### config.mk
export PLATFORM = sky130hd
export DESIGN_NAME = prom_reader
export DESIGN_NICKNAME = d
export VERILOG_FILES = /design/src/rtl/prom_reader.sv
export SDC_FILE = /design/constraint.sdc
export NUM_CORES = 1
export LEC_CHECK = 0
export ABC_CLOCK_PERIOD_IN_PS = 1800
export BUFFER_PORTS_ARGS = -buffer_cell sky130_fd_sc_hd__buf_2
export CORE_UTILIZATION = 39
export DETAILED_ROUTE_END_ITERATION = 12
export PLACE_DENSITY = 0.72
export SYNTH_ARGS = -nofsm -noshare
export SYNTH_HDL_FRONTEND = slang
export SYNTH_SLANG_ARGS = --single-unit
### constraint.sdc
create_clock -name clk -period 1.8 [get_ports clk]
set_input_delay 0.27 -clock clk [delete_from_list [all_inputs] [get_ports clk]]
set_output_delay 0.27 -clock clk [all_outputs]
set_load 0.02 [all_outputs]
### src/rtl/prom_reader.sv
// Sequential reader for 512x8 bipolar PROMs: strobes CE_N, waits the
// access time, streams each byte over valid/ready and keeps a checksum.
module prom_reader #(
  parameter int ADDR_WIDTH  = 9,
  parameter int DATA_WIDTH  = 8,
  parameter int WAIT_CYCLES = 2
) (
  input  logic                  clk,
  input  logic                  reset,
  input  logic                  start,
  input  logic [ADDR_WIDTH-1:0] base_addr,
  input  logic [ADDR_WIDTH:0]   count,
  output logic [ADDR_WIDTH-1:0] prom_a,
  output logic                  prom_ce_n,
  input  logic [DATA_WIDTH-1:0] prom_d,
  output logic [DATA_WIDTH-1:0] out_data,
  output logic                  out_valid,
  input  logic                  out_ready,
  output logic                  busy,
  output logic                  done,
  output logic [DATA_WIDTH-1:0] checksum
);

  typedef enum logic [2:0] {
    S_IDLE,
    S_SETUP,
    S_WAIT,
    S_PRESENT,
    S_FINISH
  } state_t;

  localparam logic [3:0]            WLOAD   = 4'(WAIT_CYCLES - 1);
  localparam logic [ADDR_WIDTH:0]   ONE_R   = 1;
  localparam logic [ADDR_WIDTH-1:0] ONE_A   = 1;

  state_t                  state_q, state_d;
  logic [ADDR_WIDTH-1:0]   addr_q, addr_d;
  logic [ADDR_WIDTH:0]     remain_q, remain_d;
  logic [3:0]              wcnt_q, wcnt_d;
  logic [ADDR_WIDTH-1:0]   prom_a_d;
  logic                    ce_n_d;
  logic [DATA_WIDTH-1:0]   data_d;
  logic                    valid_d;
  logic [DATA_WIDTH-1:0]   sum_d;

  always_ff @(posedge clk) begin
    if (reset) begin
      state_q   <= S_IDLE;
      addr_q    <= '0;
      remain_q  <= '0;
      wcnt_q    <= '0;
      prom_a    <= '0;
      prom_ce_n <= 1'b1;
      out_data  <= '0;
      out_valid <= 1'b0;
      checksum  <= '0;
    end else begin
      state_q   <= state_d;
      addr_q    <= addr_d;
      remain_q  <= remain_d;
      wcnt_q    <= wcnt_d;
      prom_a    <= prom_a_d;
      prom_ce_n <= ce_n_d;
      out_data  <= data_d;
      out_valid <= valid_d;
      checksum  <= sum_d;
    end
  end

  always_comb begin
    state_d  = state_q;
    addr_d   = addr_q;
    remain_d = remain_q;
    wcnt_d   = wcnt_q;
    prom_a_d = prom_a;
    ce_n_d   = prom_ce_n;
    data_d   = out_data;
    valid_d  = out_valid;
    sum_d    = checksum;
    busy     = 1'b0;
    done     = 1'b0;
    unique case (state_q)
      S_IDLE: begin
        if (start) begin
          addr_d   = base_addr;
          remain_d = count;
          sum_d    = '0;
          state_d  = (count == '0) ? S_FINISH : S_SETUP;
        end
      end
      S_SETUP: begin
        busy     = 1'b1;
        prom_a_d = addr_q;
        ce_n_d   = 1'b0;
        wcnt_d   = WLOAD;
        state_d  = S_WAIT;
      end
      S_WAIT: begin
        busy = 1'b1;
        if (wcnt_q == '0) begin
          data_d  = prom_d;
          sum_d   = checksum + prom_d;
          valid_d = 1'b1;
          ce_n_d  = 1'b1;
          state_d = S_PRESENT;
        end else begin
          wcnt_d = wcnt_q - 4'd1;
        end
      end
      S_PRESENT: begin
        busy = 1'b1;
        if (out_ready) begin
          valid_d  = 1'b0;
          remain_d = remain_q - ONE_R;
          // address wraps naturally at 2^ADDR_WIDTH
          addr_d   = addr_q + ONE_A;
          state_d  = (remain_q == ONE_R) ? S_FINISH : S_SETUP;
        end
      end
      S_FINISH: begin
        done    = 1'b1;
        state_d = S_IDLE;
      end
      default: state_d = S_IDLE;
    endcase
  end

endmodule

# == Word-level counts from Yosys, hierarchy flattened ==
# Cells that the tools add are included.
# W data, S select, Z words.
# word_totals
ram_bits,0
mem_count,0
romBits,0
in_bits,31
out_inout_bits,29
latchBits,0
register_bits,53
word_cells,60
# op_classes
mul,0
n_reduce_logical,15
n_bitwise,0
order_cmp,0
shifts,0
n_mux,23
addsub,4
div_mod_pow,0
n_eq_ne,9
# op_table
op,n
$mux W10,2
$pmux W10 S2,1
$mux W9,2
$pmux W9 S2,1
$mux W8,2
$pmux W8 S2,1
$mux W3,5
$pmux W3 S4,1
$reduce_and A3 Y1,4
$eq A10 B1 Y1 const B,1
$logic_not A10 Y1,1
$sub A10 B1 Y10 const B,1
$add A9 B1 Y9 const B,1
$add A8 B8 Y8,1
$ne A2 B2 Y1 const B,4
$pmux W4 S2,1
$reduce_bool A2 Y1,4
$eq A3 B2 Y1 const B,2
$reduce_and A2 Y1,3
$logic_not A4 Y1,1
$mux W1,4
$mux W4,1
$pmux W1 S2,2
$sub A4 B1 Y4 const B,1
other kinds (4),4

# == Logic depth before layout (Yosys ltp) ==
# Gate-level depths: netlist (run 1).
# depth
word_depth,4
ltp_mapped,8
depth_no_buf,7

# == Worst setup path before layout (run 1) ==
# No wires, ideal clock.
# synth_timing
path_kind,register to register
from,reg checksum[4]
to,reg checksum[7]
stages_incl_launch_ff,7
setup_time_ps,122
required_time_ps,1678
n_path_buf,0
slack_ps,0
arrival_ps,1678
synth_period_minus_slack_ps,1800
path_cell_list,dfxtp_1 ha_1 a21o_1 a31o_2 a21oi_1 a2111oi_0 a311o_1
# synth_via
elab_chain_len,3
# synth_lines
element,line,rtl
"start, declared",21,output logic [DATA_WIDTH-1:0] checksum
"start signal, assigned",66,checksum <= sum_d;
$add A8 B8 Y8,102,sum_d = checksum + prom_d;
$mux W8,100,if (wcnt_q == '0) begin
$pmux W8 S2,82,unique case (state_q)
# No other way between the ends. The select of a mux whose other input is x is not followed.
# A chain may end at the register's enable or synchronous reset.

# == Worst setup path after layout (run 1) ==
# layout_timing
from,reg remain_q[0]
to,reg remain_q[7]
# layout_via
elab_chain_len,3
# layout_lines
element,line,rtl
"start, declared",38,"logic [ADDR_WIDTH:0] remain_q, remain_d;"
"start signal, assigned",60,remain_q <= remain_d;
$sub A10 B1 Y10,114,remain_d = remain_q - ONE_R;
$mux W10,112,if (out_ready) begin
$pmux W10 S2,82,
# No other way between the ends. The select of a mux whose other input is x is not followed.

==> results.sh, run 1 <==
export IMPL_status="completed"
export IMPL_start_kind="register"
export IMPL_drcViolationCount=0
export IMPL_final_cells=522
export IMPL_grt_max_degree=33
export IMPL_clock_sinks=53
export IMPL_crit_path_cell_trace="or4_4 > or4_4 > a21oi_2 > nor2_1 > a211oi_2"
export IMPL_row_count=30
export IMPL_clockBufferDepth=2
export IMPL_p_int_w=0.00215
export IMPL_sw_frac_of_total=0.357
export IMPL_synth_cells=350
export IMPL_avgSynthCellArea_um2=7.88
export IMPL_tightest_slew_ps=337
export IMPL_cts_made_buffers=5
export IMPL_skew_ps=12.7
export IMPL_p_switching_w=0.00120
export IMPL_yosysWarnings=0
export IMPL_p_leak_nw=1.47
export IMPL_path_max_fanout=4
export IMPL_initial_core_util=0.406
export IMPL_die_y_um=86.1
export IMPL_p_comb_frac=0.356
export IMPL_crit_buf_inv=0
export IMPL_syn_area_um2=2760
export IMPL_dieArea_um2=7410
export IMPL_rsz0062_at_grt="yes"
export IMPL_routabilityCongestion=0.844
export IMPL_clock_power_share=0.212
export IMPL_cts_tree="done"
export IMPL_coreArea_um2=6790
export IMPL_worst_ep_required_time_ps=2040
export IMPL_crit_slowest_cell="or4_4"
export IMPL_critical_path_top_delay_family="simple AND/OR/NAND/NOR gates"
export IMPL_cpPeakStageDelay_ps=530
export IMPL_routedWlPerCell_um=12.9
export IMPL_setup_violations=0
export IMPL_power_frac_seq=0.432
export IMPL_cts_clk_slew_worst_paths_ps=100
export IMPL_ys_flop_type="dfxtp_1"
export IMPL_arrival_ps=2000
export IMPL_ys_seq_elements=53
export IMPL_synth_top_cell_area_share=0.385
export IMPL_drtIter0Drc=92
export IMPL_maxCapViolations=0
export IMPL_fin_nets=469
export IMPL_hp_class="in2reg"
export IMPL_synthesis_nets=394
export IMPL_synth_most_common_cell="nand2_1"
export IMPL_synth_edf_count=0
export IMPL_htreeDepth=2
export IMPL_ys_seq_area_frac=0.385
export IMPL_num_io_pins=60
export IMPL_powerDensity_nw_per_um2=961
export IMPL_synthTopCellsByCount="nand2_1, dfxtp_1, a21oi_1"
export IMPL_antenna_found_initial=0
export IMPL_grt_overflow=0
export IMPL_synth_async_reset_ratio=0
export IMPL_grt_usage=0.186
export IMPL_irDropWorstVdd_uv=429
export IMPL_die_w_um=86.1
export IMPL_max_freq_mhz=569
export IMPL_synth_top_cell_by_area="dfxtp_1"
export IMPL_critical_path_most_common_cell="or4_4"
export IMPL_via_count=2744
export IMPL_path_class="reg2reg"
export IMPL_hold_slack_ps=209
export IMPL_crit_path_end_kind="register"
export IMPL_cts_hold_buf=0
export IMPL_drtPass1Iterations=4
export IMPL_dp_hpwl_mm=4.92
export IMPL_post_route_min_period_ps=1760
export IMPL_grt_pass1_wl_mm=11.2
export IMPL_drtAntennaViolNets=0
export IMPL_place_inst=513
export IMPL_yosysUniqueCellTypes=56
export IMPL_period_share=0.977
export IMPL_max_slew_margin_rel=0.775
export IMPL_first_global_vias=2522
export IMPL_finalHoldViolations=0
export IMPL_routed_wl_mm=6.74
export IMPL_clk_latency_ps=300
export IMPL_areaGrowthSynthToFinish_pct=26.5
export IMPL_yosys_top_cells_area="dfxtp_1, nand2_1, a21oi_1"
export IMPL_final_max_slew_viol_count=0
export IMPL_cts_root_buffer="clkbuf_8"
export IMPL_drive_gt1_frac=0.268
export IMPL_routed_via_density=5.26
export IMPL_port_buffer_count=59
export IMPL_antenna_cells=0
power by group through the flow:
| stage | clock network, W | registers (W) | logic, W |
|---|---|---|---|
| floorplan | 0 | 0.00151 | 0.000684 |
| global placement | 0 | 0.00146 | 0.00112 |
| detailed placement | 0 | 0.00147 | 0.00115 |
| CTS | 0.000737 | 0.00144 | 0.00115 |
| global route | 0.000783 | 0.00147 | 0.00132 |
| finish | 0.000710 | 0.00145 | 0.00119 |
cell usage in the layout, fill, tap and decap left out, types with 4 or more instances in the layout:
master    count
buf_4        27
inv_1         8
a22oi_1       6
nand2_1      63
and2_1        4
xor2_1        5
nor3_1        9
ha_1         12
a21oi_1      36
clkbuf_8      6
o21ai_0      21
a211oi_1      6
buf_2        59
nand3_1      11
nor2_1       28
dfxtp_1      50
worst register-to-register path: cells and delay by family (launching register included):
kind	cells	cell delay (ps)
compound gates	2	310
flops	1	350
simple gates	3	1020
per-layer routing:
metal	wire (µm)	GRT usage	vias up
met5	0	0	-
met4	15	0.0515	0
met3	226	0.0337	2
met2	3320	0.321	49
met1	3180	0.236	1276
li1	-	-	1417
kinds of logic (layout without fill, tap and decap cells):
kind of cell / count (synthesis) / in the layout / synth area share
and+or+nand+nor: 143 / 143 / 0.245
AOI/OAI and AO/OA: 107 / 107 / 0.249
DFF: 53 / 53 / 0.385
buffers and inverters: 28 / 104 / 0.0404
adders and majority gates: 13 / 13 / 0.0617
xor gates and xnor gates: 5 / 5 / 0.0159
muxes: 1 / 1 / 0.00363
area by class of cell:
cell class | instances | area, µm²
Clock buffer | 6 | 82.6
Clock inverter | 2 | 13.8
Fill cell | 652 | 3310
Inverter | 8 | 30.0
Multi-Input combinational cell | 269 | 1640
Sequential cell | 53 | 1060
Tap cell | 96 | 120
Timing Repair Buffer | 88 | 538
metrics by stage:
step           power, W  TNS (ps)  setup WS (ps)  area (µm²)   util
6_report        0.00335         0           42.3        3490  0.513
5_1_grt         0.00358     -38.5          -21.1        3490  0.513
4_1_cts         0.00333         0           21.1        3430  0.505
3_5_place_dp    0.00261     -95.9          -88.8        3330  0.490
3_3_place_gp    0.00258     -49.9          -49.9        3330  0.490
2_1_floorplan   0.00220         0           1.56        2760      -
state kept, by name, indices dropped and copies added, names as in the netlist:
signal / count
prom_a: 9
state_q: 3
wcnt_q: 4
out_valid: 1
out_data: 8
addr_q: 9
remain_q: 10
checksum: 8
prom_ce_n: 1
worst paths after layout:
check                                 start     endpoint  slack (ps)  depth (start not counted)
worst min-delay path              prom_d[3]  out_data[3]         210                          3
worst max register to register  remain_q[0]  remain_q[7]          40                          5
worst max-delay path            remain_q[0]  remain_q[7]          40                          5
worst min register to register    prom_a[5]    prom_a[5]         450                          2
repair_timing:
item / in CTS / in global routing
setup buffers: 0 / 1
gates cloned: 0 / 0
pin swaps: 0 / 1
endpoints found under the setup margin: 2 / 12
resized for setup: 2 / 11
Note: power is estimated with default switching activity, not from simulation.
==> run 2: changes to the inputs <==
Settings changed: GPL_TIMING_DRIVEN set to 0, RECOVER_POWER set to 50.
==> results.sh, run 2 (synthesis gave the netlist of run 1 again) <==
export IMPL_largest_register_ffs=10
export IMPL_cts_hold_buf=0
export IMPL_clock_sinks=53
export IMPL_fin_area_um2=3440
export IMPL_reg_top3="remain_q: 10 flops, addr_q: 9 flops, prom_a: 9 flops"
export IMPL_drcViolationCount=0
export IMPL_cpPeakStageDelay_ps=540
export IMPL_via_count=2843
export IMPL_power_frac_seq=0.419
export IMPL_rsz0062_at_grt="yes"
export IMPL_htreeDepth=2
export IMPL_skew_ps=7.17
export IMPL_path_max_fanout=2
export IMPL_tightest_slew_ps=674
export IMPL_routed_via_density=5.52
export IMPL_post_route_min_period_ps=1790
export IMPL_start_kind="register"
export IMPL_irDropWorstVdd_uv=462
export IMPL_p_leak_nw=1.31
export IMPL_fin_nets=462
export IMPL_grt_usage=0.215
export IMPL_cts_clk_slew_worst_paths_ps=100
export IMPL_cts_tree="done"
export IMPL_grt_max_degree=17
export IMPL_crit_buf_inv=0
export IMPL_crit_path_cell_trace="or4_4 > or4_4 > a21oi_2 > nor2_1 > a211oi_2"
export IMPL_layout_cells_most_common_list="nand2_1, dfxtp_1, buf_2, clkbuf_1, a21oi_1"
export IMPL_coreArea_um2=6790
export IMPL_cts_made_buffers=5
export IMPL_final_max_slew_viol_count=0
export IMPL_clock_power_share=0.235
export IMPL_period_share=0.997
export IMPL_drtAntennaViolNets=0
export IMPL_clockBufferDepth=2
export IMPL_dp_hpwl_mm=5.48
export IMPL_row_count=30
export IMPL_p_int_w=0.00222
export IMPL_arrival_ps=2030
export IMPL_crit_slowest_cell="or4_4"
export IMPL_max_freq_mhz=557
export IMPL_num_io_pins=60
export IMPL_die_y_um=86.1
export IMPL_dieArea_um2=7410
export IMPL_finalHoldViolations=0
export IMPL_status="completed"
export IMPL_utilization=0.506
export IMPL_drive_gt1_frac=0.215
export IMPL_routabilityCongestion=0.828
export IMPL_largest_register="remain_q"
export IMPL_die_w_um=86.1
export IMPL_path_class="reg2reg"
export IMPL_hold_slack_ps=217
export IMPL_port_buffer_count=59
export IMPL_drtIter0Drc=139
export IMPL_powerDensity_nw_per_um2=1010
export IMPL_routedWlPerCell_um=15.1
export IMPL_setup_violations=0
export IMPL_cts_root_buffer="clkbuf_8"
export IMPL_routed_wl_mm=7.76
export IMPL_clk_latency_ps=310
export IMPL_antenna_cells=0
export IMPL_grt_overflow=0
export IMPL_p_switching_w=0.00127
export IMPL_first_global_vias=2668
export IMPL_antenna_found_initial=0
export IMPL_initial_core_util=0.406
export IMPL_max_slew_margin_rel=0.550
export IMPL_place_area_um2=3170
export IMPL_maxCapViolations=0
export IMPL_grt_pass1_wl_mm=12.6
export IMPL_p_comb_frac=0.346
export IMPL_critical_path_top_delay_family="simple AND/OR/NAND/NOR gates"
export IMPL_critical_path_most_common_cell="or4_4"
export IMPL_crit_path_end_kind="register"
export IMPL_final_common_cell="nand2_1"
export IMPL_hp_class="in2reg"
export IMPL_drtPass1Iterations=4
export IMPL_sw_frac_of_total=0.365
export IMPL_worst_ep_required_time_ps=2040
export IMPL_areaGrowthSynthToFinish_pct=24.8
[run 2: changes by cell type in the layout (fill, tap and decap cells not counted), sizes merged]
| cell | previous run | this run |
|---|---|---|
| clkbuf | 6 | 47 |
| buf | 88 | 40 |
| bufinv | 0 | 1 |
| clkinv | 2 | 1 |
[run 2: final cells by class]
class / instances / area [µm²]
fillers: 676 / 3350
plain buffers: 20 / 116
multi-input cells: 269 / 1710
repair buffers: 61 / 275
inverters: 8 / 30.0
clock inverters: 2 / 38.8
well taps: 96 / 120
clock buffers: 6 / 72.6
flip-flops and latches: 53 / 1070
[run 2: power groups by stage]
| stage | clock, W | sequential [W] | combinational (W) |
|---|---|---|---|
| global route | 0.000870 | 0.00148 | 0.00133 |
| detailed placement | 0 | 0.00147 | 0.00105 |
| global placement | 0 | 0.00146 | 0.00102 |
| finish | 0.000818 | 0.00146 | 0.00121 |
| CTS | 0.000837 | 0.00145 | 0.00113 |
| floorplan | 0 | 0.00151 | 0.000684 |
[run 2: final timing paths]
check               from     endpoint  slack (ps)  cells past startpoint
min            prom_d[6]  out_data[6]         220                      3
max          remain_q[2]  remain_q[7]           5                      5
max reg2reg  remain_q[2]  remain_q[7]           5                      5
min reg2reg    prom_a[7]    prom_a[7]         460                      2
[run 2: routing by layer]
layer  global-route usage  share of wire  up-vias
li1                     -              -     1408
met1                0.274           0.45     1319
met2                0.358           0.48       95
met3               0.0375          0.047       21
met4               0.0909          0.030        0
met5                    0              0        -
[run 2: worst min-delay path: stages]
cell and delay [ps]:
buf_2 110, nand2_1 50, a21oi_1 50
[run 2: what timing repair did]
item,in CTS,in global routing
hold endpoints to repair,0,0
pin swaps,2,2
resized for setup,23,36
buffers inserted,2,0
setup endpoints to repair,38,37
gates cloned,0,0
[run 2: metrics by stage]
step           setup WS [ps]  setup TNS (ps)  std cells  power (W)
3_3_place_gp            -261           -5350        505    0.00249
3_5_place_dp            -293           -6530        505    0.00252
2_1_floorplan           1.56               0        350    0.00220
6_report                5.12               0        515    0.00349
5_1_grt                -49.2            -133        515    0.00369
4_1_cts                0.130               0        515    0.00342
